<file path="src/rtl/wishbone_pkg.sv">
// Shared Wishbone definitions: default bus geometry and the master adapter FSM states.
package wishbone_pkg;

  localparam int unsigned WB_ADDR_W = 32;
  localparam int unsigned WB_DATA_W = 32;
  localparam int unsigned WB_SEL_W  = 4;

  typedef enum logic [1:0] {
    IDLE = 2'd0,
    BUS  = 2'd1,
    RESP = 2'd2
  } wb_state_e;

endpackage

</file>
<file path="src/rtl/wishbone_if.sv">
// Classic single-cycle Wishbone bus bundle with master and slave views.
interface wishbone_if #(
  parameter int unsigned addr_width   = wishbone_pkg::WB_ADDR_W,
  parameter int unsigned data_width   = wishbone_pkg::WB_DATA_W,
  parameter int unsigned strobe_width = wishbone_pkg::WB_SEL_W
) ();

  logic [addr_width-1:0]   wb_adr;
  logic [data_width-1:0]   wb_datwr;
  logic [data_width-1:0]   wb_datrd;
  logic                    wb_we;
  logic                    wb_stb;
  logic                    wb_cyc;
  logic [strobe_width-1:0] wb_sel;
  logic                    wb_ack;

  modport master (
    output wb_adr, wb_datwr, wb_we, wb_stb, wb_cyc, wb_sel,
    input  wb_datrd, wb_ack
  );

  modport slave (
    input  wb_adr, wb_datwr, wb_we, wb_stb, wb_cyc, wb_sel,
    output wb_datrd, wb_ack
  );

endinterface

</file>
<file path="src/rtl/wb_timeout_counter.sv">
// Counts bus cycles of the current transfer; expired is high during the cycle in
// which the count equals TIMEOUT, so an abort lands exactly TIMEOUT cycles after entry.
module wb_timeout_counter #(
  parameter int unsigned TIMEOUT = 255
) (
  input  logic clock,
  input  logic reset,
  input  logic clear,
  input  logic enable,
  output logic expired
);

  localparam bit              ENABLED = (TIMEOUT != 0);
  localparam int unsigned     CW      = ENABLED ? $clog2(TIMEOUT + 1) : 1;
  localparam logic [CW-1:0]   LIMIT   = CW'(TIMEOUT);

  logic [CW-1:0] count_q;
  logic [CW-1:0] count_d;
  logic          expired_d;

  // Clear loads 1 because the entry cycle itself is the first counted bus cycle.
  always_comb begin
    count_d = count_q;
    if (clear) begin
      count_d = CW'(1);
    end else if (ENABLED && enable && (count_q != LIMIT)) begin
      count_d = count_q + CW'(1);
    end
    expired_d = ENABLED && (count_d == LIMIT);
  end

  always_ff @(posedge clock or negedge reset) begin
    if (!reset) begin
      count_q <= '0;
      expired <= 1'b0;
    end else begin
      count_q <= count_d;
      expired <= expired_d;
    end
  end

endmodule

</file>
<file path="src/rtl/wb_master_adapter.sv">
// Converts a valid/ready request/response core interface into single Wishbone
// classic cycles, one outstanding transfer at a time, with an optional timeout.
module wb_master_adapter
  import wishbone_pkg::*;
#(
  parameter int unsigned addr_width   = WB_ADDR_W,
  parameter int unsigned data_width   = WB_DATA_W,
  parameter int unsigned strobe_width = WB_SEL_W,
  parameter int unsigned TIMEOUT      = 255
) (
  input  logic                    clock,
  input  logic                    reset,
  input  logic                    req_valid,
  output logic                    req_ready,
  input  logic [addr_width-1:0]   req_addr,
  input  logic [data_width-1:0]   req_data,
  input  logic                    req_we,
  input  logic [strobe_width-1:0] req_sel,
  output logic                    resp_valid,
  input  logic                    resp_ready,
  output logic [data_width-1:0]   resp_data,
  output logic                    resp_err,
  wishbone_if.master              wb
);

  wb_state_e               state_q;
  wb_state_e               state_d;
  logic                    req_ready_d;
  logic                    resp_valid_d;
  logic [data_width-1:0]   resp_data_d;
  logic                    resp_err_d;
  logic                    cyc_q;
  logic                    cyc_d;
  logic                    stb_q;
  logic                    stb_d;
  logic                    we_q;
  logic                    we_d;
  logic [addr_width-1:0]   adr_q;
  logic [addr_width-1:0]   adr_d;
  logic [data_width-1:0]   datwr_q;
  logic [data_width-1:0]   datwr_d;
  logic [strobe_width-1:0] sel_q;
  logic [strobe_width-1:0] sel_d;
  logic                    tmo_clear_c;
  logic                    tmo_enable_c;
  logic                    tmo_expired;

  wb_timeout_counter #(
    .TIMEOUT (TIMEOUT)
  ) u_timeout (
    .clock   (clock),
    .reset   (reset),
    .clear   (tmo_clear_c),
    .enable  (tmo_enable_c),
    .expired (tmo_expired)
  );

  // Next-state and next-register values; the bus registers double as the request latch.
  always_comb begin
    state_d      = state_q;
    req_ready_d  = req_ready;
    resp_valid_d = resp_valid;
    resp_data_d  = resp_data;
    resp_err_d   = resp_err;
    cyc_d        = cyc_q;
    stb_d        = stb_q;
    we_d         = we_q;
    adr_d        = adr_q;
    datwr_d      = datwr_q;
    sel_d        = sel_q;
    tmo_clear_c  = 1'b0;
    tmo_enable_c = 1'b0;

    case (state_q)
      IDLE: begin
        if (req_valid && req_ready) begin
          state_d     = BUS;
          req_ready_d = 1'b0;
          cyc_d       = 1'b1;
          stb_d       = 1'b1;
          we_d        = req_we;
          adr_d       = req_addr;
          datwr_d     = req_data;
          sel_d       = req_sel;
          tmo_clear_c = 1'b1;
        end
      end

      BUS: begin
        // Ack is checked first so a coincident ack beats the timeout.
        if (wb.wb_ack) begin
          state_d      = RESP;
          cyc_d        = 1'b0;
          stb_d        = 1'b0;
          resp_valid_d = 1'b1;
          resp_err_d   = 1'b0;
          resp_data_d  = we_q ? '0 : wb.wb_datrd;
        end else if (tmo_expired) begin
          state_d      = RESP;
          cyc_d        = 1'b0;
          stb_d        = 1'b0;
          resp_valid_d = 1'b1;
          resp_err_d   = 1'b1;
          resp_data_d  = '0;
        end else begin
          tmo_enable_c = 1'b1;
        end
      end

      RESP: begin
        if (resp_ready) begin
          state_d      = IDLE;
          resp_valid_d = 1'b0;
          req_ready_d  = 1'b1;
        end
      end

      default: begin
        state_d      = IDLE;
        req_ready_d  = 1'b1;
        resp_valid_d = 1'b0;
        cyc_d        = 1'b0;
        stb_d        = 1'b0;
      end
    endcase
  end

  always_ff @(posedge clock or negedge reset) begin
    if (!reset) begin
      state_q    <= IDLE;
      req_ready  <= 1'b1;
      resp_valid <= 1'b0;
      resp_data  <= '0;
      resp_err   <= 1'b0;
      cyc_q      <= 1'b0;
      stb_q      <= 1'b0;
      we_q       <= 1'b0;
      adr_q      <= '0;
      datwr_q    <= '0;
      sel_q      <= '0;
    end else begin
      state_q    <= state_d;
      req_ready  <= req_ready_d;
      resp_valid <= resp_valid_d;
      resp_data  <= resp_data_d;
      resp_err   <= resp_err_d;
      cyc_q      <= cyc_d;
      stb_q      <= stb_d;
      we_q       <= we_d;
      adr_q      <= adr_d;
      datwr_q    <= datwr_d;
      sel_q      <= sel_d;
    end
  end

  assign wb.wb_cyc   = cyc_q;
  assign wb.wb_stb   = stb_q;
  assign wb.wb_we    = we_q;
  assign wb.wb_adr   = adr_q;
  assign wb.wb_datwr = datwr_q;
  assign wb.wb_sel   = sel_q;

endmodule

</file>
<file path="src/flat_wrapper.sv">
// flat-port wrapper written by rule: the top's interface ports become plain ports
module wb_master_adapter_flat import wishbone_pkg::*;
#(
  parameter int unsigned addr_width   = WB_ADDR_W,
  parameter int unsigned data_width   = WB_DATA_W,
  parameter int unsigned strobe_width = WB_SEL_W,
  parameter int unsigned TIMEOUT      = 255
)
  (clock, reset, req_valid, req_ready, req_addr, req_data, req_we, req_sel, resp_valid, resp_ready, resp_data, resp_err, wb_wb_adr, wb_wb_datwr, wb_wb_we, wb_wb_stb, wb_wb_cyc, wb_wb_sel, wb_wb_datrd, wb_wb_ack);
  wishbone_if #(.addr_width(addr_width), .data_width(data_width), .strobe_width(strobe_width)) wb_i ();
  input  logic clock;
  input  logic reset;
  input  logic req_valid;
  output logic req_ready;
  input  logic [addr_width-1:0] req_addr;
  input  logic [data_width-1:0] req_data;
  input  logic req_we;
  input  logic [strobe_width-1:0] req_sel;
  output logic resp_valid;
  input  logic resp_ready;
  output logic [data_width-1:0] resp_data;
  output logic resp_err;
  output wire logic [$bits(wb_i.wb_adr)-1:0] wb_wb_adr;
  output wire logic [$bits(wb_i.wb_datwr)-1:0] wb_wb_datwr;
  output wire logic [$bits(wb_i.wb_we)-1:0] wb_wb_we;
  output wire logic [$bits(wb_i.wb_stb)-1:0] wb_wb_stb;
  output wire logic [$bits(wb_i.wb_cyc)-1:0] wb_wb_cyc;
  output wire logic [$bits(wb_i.wb_sel)-1:0] wb_wb_sel;
  input wire logic [$bits(wb_i.wb_datrd)-1:0] wb_wb_datrd;
  input wire logic [$bits(wb_i.wb_ack)-1:0] wb_wb_ack;
  assign wb_wb_adr = wb_i.wb_adr;
  assign wb_wb_datwr = wb_i.wb_datwr;
  assign wb_wb_we = wb_i.wb_we;
  assign wb_wb_stb = wb_i.wb_stb;
  assign wb_wb_cyc = wb_i.wb_cyc;
  assign wb_wb_sel = wb_i.wb_sel;
  assign wb_i.wb_datrd = wb_wb_datrd;
  assign wb_i.wb_ack = wb_wb_ack;
  wb_master_adapter #(.addr_width(addr_width), .data_width(data_width), .strobe_width(strobe_width), .TIMEOUT(TIMEOUT)) u_core (.clock(clock), .reset(reset), .req_valid(req_valid), .req_ready(req_ready), .req_addr(req_addr), .req_data(req_data), .req_we(req_we), .req_sel(req_sel), .resp_valid(resp_valid), .resp_ready(resp_ready), .resp_data(resp_data), .resp_err(resp_err), .wb(wb_i));
endmodule
</file>
<file path="config.mk">
export PLATFORM = sky130hd
export DESIGN_NAME = wb_master_adapter_flat
export DESIGN_NICKNAME = d
export VERILOG_FILES = /design/src/rtl/wishbone_pkg.sv /design/src/rtl/wishbone_if.sv /design/src/rtl/wb_timeout_counter.sv /design/src/rtl/wb_master_adapter.sv /design/src/flat_wrapper.sv
export SDC_FILE = /design/constraint.sdc
export NUM_CORES = 1
export LEC_CHECK = 0
export ABC_AREA = 1
export CAP_MARGIN = 20
export CORE_ASPECT_RATIO = 1.1
export CORE_MARGIN = 5
export CORE_UTILIZATION = 45
export CTS_CLUSTER_DIAMETER = 200
export DETAILED_ROUTE_END_ITERATION = 16
export PLACE_DENSITY_LB_ADDON = 0.1
export SETUP_SLACK_MARGIN = 0.5
export SLEW_MARGIN = 0
export SYNTH_ARGS = -nofsm -noshare
export SYNTH_HDL_FRONTEND = slang
export SYNTH_HIERARCHICAL = 1
export SYNTH_SLANG_ARGS = --single-unit
</file>
<file path="constraint.sdc">
create_clock -name clock -period 4.75 [get_ports clock]
set_input_delay 0.7125 -clock clock [delete_from_list [all_inputs] [get_ports clock]]
set_output_delay 0.7125 -clock clock [all_outputs]
set_load 0.02 [all_outputs]
</file>
==> qor.txt, run 1 <==
Post-CTS Setup Bufs = 0
Hold Slack = 134 ps
Setup TNS = 0 ps
Fin nets = 864
CP cell instances = clkdlybuf4s50_1
Setup violators final = 0
Die Ht = 119 um
Final ANT Viol Nets = 0
Die ar. = 12900 um^2
Worst R2R End = u_core/u_timeout/expired
Placed inst area = 6960 um^2
CTS sink cnt = 116
Final instance area = 7650 um^2
# IOs = 212
GP Congestion = 0.807
Delay-heaviest family, CP = buffers and inverters
MaxCap Viol Count = 0
Wire length on met2 = 6790 um
Top post-synthesis cells by count = 304 x nand2_1, 115 x dfrtp_1, 18 x inv_1
Vias in the first global route = 4348
Hold Fails Final Rpt = 0
Pin count of the biggest net entering global routing = 83
CP bufs+invs = 1
Arr. time, crit path = 1610 ps
RR Startpoint = u_core/state_q[1]
Pre-CTS setup slack = 2030 ps
Critical Path RT = 4040 ps
HP Class = input pin to async pin
Critical Path Fanout Max = 4
Setup Skew = 7.99 ps
Worst Reg2Reg Path Length in Cells = 9
VDD IR max = 0.000202 V
Critical path depth = 1
Cell Rows = 39
Max Used Layer = met4
Effective utilization at floorplan = 46.2%
CTS tree = built
DRC = 0
Relative slew slack = 46.9%
WL/cell = 15.1 um
CTS resizes = 0
Mapped Area = 4820 um^2
Crit-path max cell delay = 640 ps
Final WS setup = 2430 ps
Synth top area cells = dfrtp_1 60%, nand2_1 24%, o21ai_2 1.8%
Crit start category = flip-flop
Clock tree buffer depth = 2
First-pass GRT wire length = 21900 um
RSZ-0062 raised after global routing = false
Die W = 109 um
Total number of yosys warnings = 6
Final Cycle Share = 48.9%
First drt pass iteration count = 4
Flops & latches, synth = 116
Antenna Cells = 0
Status = finished, final reports clean
Grt ovf = 0
Post-synthesis async set-or-reset flop share = 100%
Final number of max-transition violations = 0
Critical Path Start = u_core/req_ready
# fillers = 790
Routed via count = 4350
Unique cell type count in the Yosys netlist = 29
Vias per inst = 4.76
Post-synth top flop = dfrtp_1
Clock Latency Late Sink = 400 ps
Root Buffer Master = clkbuf_16
Synthesized Nets = 655
Area of the core = 10400 um^2
Seq/Total Area, Yosys = 60.2%
TritonCTS buffer count = 17
Static leakage = 3.78 nW
DRT Wirelength = 13800 um
Total power = 2.51 mW
EDFF count, synth = 0
R2R Setup Slk = 2680 ps
Hold buffer count at cts = 0
Number of H-tree levels = 4
CP max stage cell = clkdlybuf4s50_1
Cells after synthesis = 548
Detailed Route Iter0 Violations = 248
PwrDens = 329 nW/um^2
Critical path class = flip-flop to output port
Initial antenna violation count = 0
Syn_area_per_cell = 8.80 um^2
Most common cell in the netlist = nand2_1
Wl on met1 = 5530 um
Crit path time final = 2320 ps
Met3 Wirelength = 1100 um
Clock transition at path regs = 50 ps
HPWL after DPL = 9730 um
Port bufs = 211
FMAX = 430 MHz
Cell accounting for the most synthesized area = dfrtp_1
Layout cells sized above 1 = 8.44%
Worst-margin pin slew = 793 ps
Area share of the largest cell type after synthesis = 59.7%
Crit path to = req_ready
Overall Global Routing Usage = 21.8%
Layout Area Growth over Synthesis = 58.6%
Nature of the critical path endpoint = output port
[cell families (layout without fill, tap and decap cells)]
group	count (synthesis)	after routing	synth area share, %
simple gates	344	344	28.9
flops	116	116	60.2
compound gates	39	39	5.14
buf+inv	48	270	5.45
fa+ha+maj	1	1	0.259
[where the power goes]
part	leakage (nW)	switching [mW]	internal (mW)
sequential	1.59	0	0.990
clock	0.323	0.418	0.984
combinational	1.87	0.0425	0.0807
total	3.78	0.461	2.05
[how the worst min path moves through the flow]
stage                         start              endpoint  slack (ps)
5_1_grt                       reset   u_core/resp_data[7]         130
4_1_cts        u_core/wb.wb_adr[10]  u_core/wb.wb_adr[10]         480
6_report                      reset  u_core/resp_data[31]         130
2_1_floorplan                 reset   u_core/resp_data[0]         420
3_5_place_dp      u_core/resp_valid     u_core/resp_valid         460
3_3_place_gp      u_core/resp_valid     u_core/resp_valid         460
[metrics by stage]
step | util (%) | std cells
floorplan | - | 548
global placement | 66.7 | 880
detailed placement | 66.7 | 880
CTS | 73.0 | 912
global route | 73.3 | 913
finish | 73.3 | 913
[sequential cells by signal, summed over array words and instances (netlist names), 2 cells and up]
| signal | flops |
|---|---|
| u_core/wb.wb_adr | 32 |
| u_core/wb.wb_sel | 4 |
| u_core/resp_data | 32 |
| u_core/state_q | 2 |
| u_core/wb.wb_datwr | 32 |
| u_core/u_timeout/count_q | 8 |
[layout by cell type (no fill, tap or decap), types with 2 or more instances in the layout]
cell             instances
clkdlybuf4s50_1        210
inv_1                   18
inv_2                    3
dfrtp_1                115
bufinv_16                5
o21ai_2                 10
nand2_2                  2
o21ai_0                 14
o21ai_1                 11
clkbuf_1                 2
nand2_4                  2
nand3_1                 14
nor2_2                   2
clkbuf_16               17
clkbuf_8                 4
buf_4                    5
nor2_4                   5
a21oi_1                  2
nor2_1                  10
clkinv_2                 4
nand2_1                304
[routing by layer]
metal  global-route usage [%]  vias to the layer above
met5                        0                        -
met1                     27.3                     2039
met4                     9.16                        0
met3                     6.92                       26
met2                     34.7                      184
li1                         -                     2101
[layout make-up]
| class | instances | area [um^2] | share of cell area, % |
|---|---|---|---|
| sequential | 116 | 2900 | 38.0 |
| clock buffer | 23 | 488 | 6.38 |
| tap | 143 | 179 | 2.34 |
| timing repair buffer | 216 | 2170 | 28.3 |
| clock inverter | 9 | 173 | 2.26 |
| inverter | 22 | 83.8 | 1.10 |
| multi-input combinational | 384 | 1660 | 21.6 |
(Power assumes the default switching activity.)
==> run 2: changes to the inputs <==
Settings changed: CORE_UTILIZATION 45 to 38.
Clock period 4.75 ns to 2 ns, I/O delays scaled along.
==> qor.txt, run 2 (synthesis results as in run 1) <==
CP max stage cell = dfrtp_2
CP bufs+invs = 2
Highest-count cells in the layout ignoring fill and taps = 302 x nand2_1, 113 x dfrtp_1, 104 x clkdlybuf4s50_1, 102 x dlygate4sd2_1, 18 x clkbuf_16
Vias per inst = 4.68
CTS sink cnt = 116
Overall Global Routing Usage = 18.7%
Setup Skew = 7.65 ps
DP Cell Count = 900
Vias in the first global route = 4601
Clock Latency Late Sink = 410 ps
Relative slew slack = 65.0%
Setup TNS = 0 ps
Critical path class = flip-flop to flip-flop
Critical Path Fanout Max = 4
Die ar. = 15000 um^2
PwrDens = 737 nW/um^2
Multi-input gate area = 1680 um^2
MaxCap Viol Count = 0
Die Ht = 128 um
Antenna Cells = 0
Final core utilization = 61.5%
DRT Wirelength = 14200 um
First-pass GRT wire length = 22800 um
Layout cells sized above 1 = 11.8%
Delay-heaviest family, CP = simple AND/OR/NAND/NOR gates
Worst-margin pin slew = 525 ps
Crit start category = flip-flop
Crit path time final = 1530 ps
Effective utilization at floorplan = 38.5%
Setup violators final = 0
Crit-path max cell delay = 420 ps
Area of the core = 12500 um^2
Final ANT Viol Nets = 0
HPWL after DPL = 9920 um
Port bufs = 211
Clock tree buffer depth = 2
VDD IR max = 0.000425 V
Cell Rows = 43
Hold Fails Final Rpt = 0
Fin nets = 882
TritonCTS buffer count = 17
Die W = 117 um
Layout Area Growth over Synthesis = 59.8%
Total power = 5.68 mW
Status = finished, final reports clean
Grt ovf = 0
Detailed Route Iter0 Violations = 272
WL/cell = 15.0 um
GP Congestion = 0.857
First drt pass iteration count = 5
# fillers = 1085
Clock transition at path regs = 50 ps
Number of H-tree levels = 4
Initial antenna violation count = 0
CTS tree = built
Critical Path RT = 2340 ps
Final instance area = 7700 um^2
HP Class = input pin to async pin
Placed inst area = 7090 um^2
Routed via count = 4423
Final Non-Filler Cells = 945
Arr. time, crit path = 1870 ps
Final number of max-transition violations = 0
FMAX = 652 MHz
Most common cell after layout, fill and taps aside = nand2_1
Nature of the critical path endpoint = flip-flop
RSZ-0062 raised after global routing = true
Pin count of the biggest net entering global routing = 69
Root Buffer Master = clkbuf_16
Reg area = 2910 um^2
# IOs = 212
CP cell instances = nor2_4, nand2_4, inv_4, nand2_4, clkinv_2, nand2_4, nor2_1, nand2_1, nand2_1, nand2_1, nor2_1, nand3_1, nor2_1
Static leakage = 4.37 nW
DRC = 0
Final Cycle Share = 76.7%
==> run 2: cell count changes in the layout (fill, tap and decap cells not counted), sizes merged <==
cell           previous run  this run
clkinvlp                  1         2
dlygate4sd2               0       102
dlygate4sd3               0         1
buf                       6        22
clkbuf                   23        24
clkinv                    4         6
clkdlybuf4s15             0         3
clkdlybuf4s50           210       104
bufinv                    5         3
==> run 2: timing repair <==
item	CTS	global route
hold buffers	1	0
pin swaps	2	2
gates cloned	0	1
hold endpoints to repair	33	0
setup endpoints to repair	109	72
setup buffers	9	2
resized for setup	114	11
==> run 2: area by class of cell <==
class / instances / share of cell area, %
Clock buffer: 22 / 6.02
Clock inverter: 10 / 1.69
Inverter: 22 / 1.19
Multi-Input combinational cell: 384 / 21.8
Sequential cell: 116 / 37.7
Tap cell: 157 / 2.55
Timing Repair Buffer: 234 / 29.0
==> run 2: where the power goes <==
group	switching [mW]	total [mW]	internal (mW)
combinational	0.103	0.305	0.201
clock	1.01	3.02	2.01
sequential	0	2.35	2.35
total	1.12	5.68	4.56
==> run 2: worst paths after layout <==
path | startpoint | end | slack (ps) | cells past startpoint
setup / recovery | u_core/state_q[1] | u_core/u_timeout/expired | 470 | 13
hold / removal | reset | u_core/resp_data[1] | 420 | 2
min in group clock | req_data[0] | u_core/wb.wb_datwr[0] | 420 | 3
setup reg to reg | u_core/state_q[1] | u_core/u_timeout/expired | 470 | 13
hold reg to reg | u_core/wb.wb_datwr[19] | u_core/wb.wb_datwr[19] | 470 | 2
max in group asynchronous | reset | u_core/req_ready | 980 | 3
==> run 2: per-layer routing <==
layer | up-vias | GRT usage, % | share of wire [%]
met5 | - | 0 | 0
met4 | 0 | 8.19 | 3.0
met3 | 30 | 6.35 | 6.9
met2 | 165 | 30.7 | 49
met1 | 2087 | 22.5 | 41
li1 | 2141 | - | -
==> run 2: per-stage QoR <==
| step | hold WS [ps] | worst slack, ps |
|---|---|---|
| after floorplan | 4.41 | 493 |
| after CTS | 409 | 342 |
| after global routing | 408 | 391 |
| after global placement | 310 | 140 |
| final | 416 | 467 |
| after detailed placement | 309 | 96.6 |
==> run 2: worst register-to-register path: stages (launching register included) <==
cell and delay [ps]:
dfrtp_2 420, nor2_4 140, nand2_4 80, inv_4 90
nand2_4 60, clkinv_2 50, nand2_4 50, nor2_1 80
nand2_1 60, nand2_1 60, nand2_1 70, nor2_1 120
nand3_1 80, nor2_1 100
==> run 3: changes to the inputs <==
Settings changed: CORE_UTILIZATION 38 to 42.
Clock period 2 ns to 1.6 ns, I/O delays scaled along.
==> qor.txt, run 3 (synthesis results as in run 1) <==
Vias per inst = 4.68
Nature of the critical path endpoint = flip-flop
Fin nets = 949
DRT Wirelength = 15700 um
Grt ovf = 0
Final number of max-transition violations = 0
PwrDens = 810 nW/um^2
Critical Path RT = 1920 ps
Worst-margin pin slew = 652 ps
CTS sink cnt = 116
Final ANT Viol Nets = 0
Most common cell after layout, fill and taps aside = nand2_1
Effective utilization at floorplan = 42.5%
CP bufs+invs = 5
Area of the core = 11300 um^2
Highest-count cells in the layout ignoring fill and taps = 275 x nand2_1, 116 x buf_6, 113 x dfrtp_1, 104 x clkdlybuf4s50_1, 65 x buf_4
Final core utilization = 78.7%
Delay-heaviest family, CP = buffers and inverters
Die Ht = 122 um
Setup violators final = 0
TritonCTS buffer count = 17
Final Cycle Share = 99.5%
Antenna Cells = 0
Overall Global Routing Usage = 20.9%
Hold Slack = 368 ps
GP Congestion = 0.851
Clock transition at path regs = 50 ps
Port bufs = 211
Crit start category = flip-flop
Final Non-Filler Cells = 1005
Initial antenna violation count = 0
FMAX = 628 MHz
Final WS setup = 8.56 ps
Static leakage = 4.67 nW
Relative slew slack = 56.5%
HP Class = input pin to flip-flop
Setup TNS = 0 ps
Layout Area Growth over Synthesis = 85.0%
MaxCap Viol Count = 0
Clock tree buffer depth = 2
VDD IR max = 0.000687 V
Status = finished, final reports clean
Number of H-tree levels = 4
Die W = 112 um
Layout cells sized above 1 = 37.1%
Pin count of the biggest net entering global routing = 117
CP max stage cell = dfrtp_1
First-pass GRT wire length = 23000 um
Pre-CTS setup slack = -109 ps
Die ar. = 13700 um^2
Crit path time final = 1590 ps
First drt pass iteration count = 5
Root Buffer Master = clkbuf_16
CTS tree = built
Cell Rows = 41
Vias in the first global route = 4664
Critical Path Fanout Max = 8
DRC = 0
Hold Fails Final Rpt = 0
CP cell instances = inv_2, nor2_4, buf_4, buf_6, buf_6, o21ai_4, clkbuf_16, nand2_2, o21ai_1
RSZ-0062 raised after global routing = true
Setup Skew = 11.9 ps
Critical path class = flip-flop to flip-flop
DP Cell Count = 902
WL/cell = 15.6 um
# IOs = 212
Most frequent cell on the critical path = buf_6
Clock Latency Late Sink = 400 ps
Detailed Route Iter0 Violations = 352
HPWL after DPL = 9510 um
Routed via count = 4703
Arr. time, crit path = 1910 ps
Crit-path max cell delay = 390 ps
[run 3: cell count changes in the layout (fill, tap and decap cells not counted), sizes merged]
cell,delta
clkinv,+1
clkinvlp,+3
dlygate4sd2,-102
bufinv,+1
clkdlybuf4s15,-3
inv,-1
o21ai,+1
buf,+167
[run 3: path summary, 6_finish.rpt]
check	startpoint	end	slack, ps	cells after the start
max	u_core/state_q[0]	u_core/resp_data[12]	9	9
min	req_addr[28]	u_core/wb.wb_adr[28]	370	3
max reg2reg	u_core/state_q[0]	u_core/resp_data[12]	9	9
min reg2reg	u_core/resp_data[8]	u_core/resp_data[8]	500	2
max in group asynchronous	reset	u_core/state_q[1]	620	3
min in group asynchronous	reset	u_core/resp_data[5]	430	3
[run 3: tightest hold or removal path, stage by stage]
cell,delay [ps]
clkdlybuf4s50_1,390
nand2_1,60
nand2_1,40
[run 3: layout make-up]
cell class / count / area, um^2
repair buffers: 300 / 3160
flip-flops and latches: 116 / 2910
fillers: 730 / 2410
multi-input cells: 385 / 1950
clock buffers: 18 / 429
well taps: 150 / 188
clock inverters: 14 / 186
inverters: 22 / 106
[run 3: power by group]
group | internal, mW | switching, mW | leakage (nW)
combinational | 0.249 | 0.135 | 2.80
sequential | 2.94 | 0 | 1.58
clock | 2.59 | 1.32 | 0.288
total | 5.78 | 1.45 | 4.67
[run 3: stage by stage]
| stage | cell area [um^2] | total power, mW |
|---|---|---|
| after floorplan | 4930 | 3.02 |
| after global placement | 7230 | 3.36 |
| after detailed placement | 7230 | 3.36 |
| after CTS | 8310 | 7.30 |
| after global routing | 8920 | 7.47 |
| final | 8920 | 7.23 |
[run 3: metal layers]
| layer | part of all wire (%) | wire length [um] | GRT usage [%] |
|---|---|---|---|
| met5 | 0 | 0 | 0 |
| met4 | 1.8 | 278 | 7.36 |
| met3 | 6.6 | 1030 | 6.80 |
| met2 | 52 | 8110 | 35.7 |
| met1 | 40 | 6280 | 24.8 |
[run 3: repair_timing]
action	4_1_cts	5_1_grt
buffers inserted	40	20
endpoints found under the setup margin	219	222
endpoints found under the hold margin	115	0
hold buffers	1	0
pin swaps	4	6
gates cloned	0	10
gates resized for setup	642	85
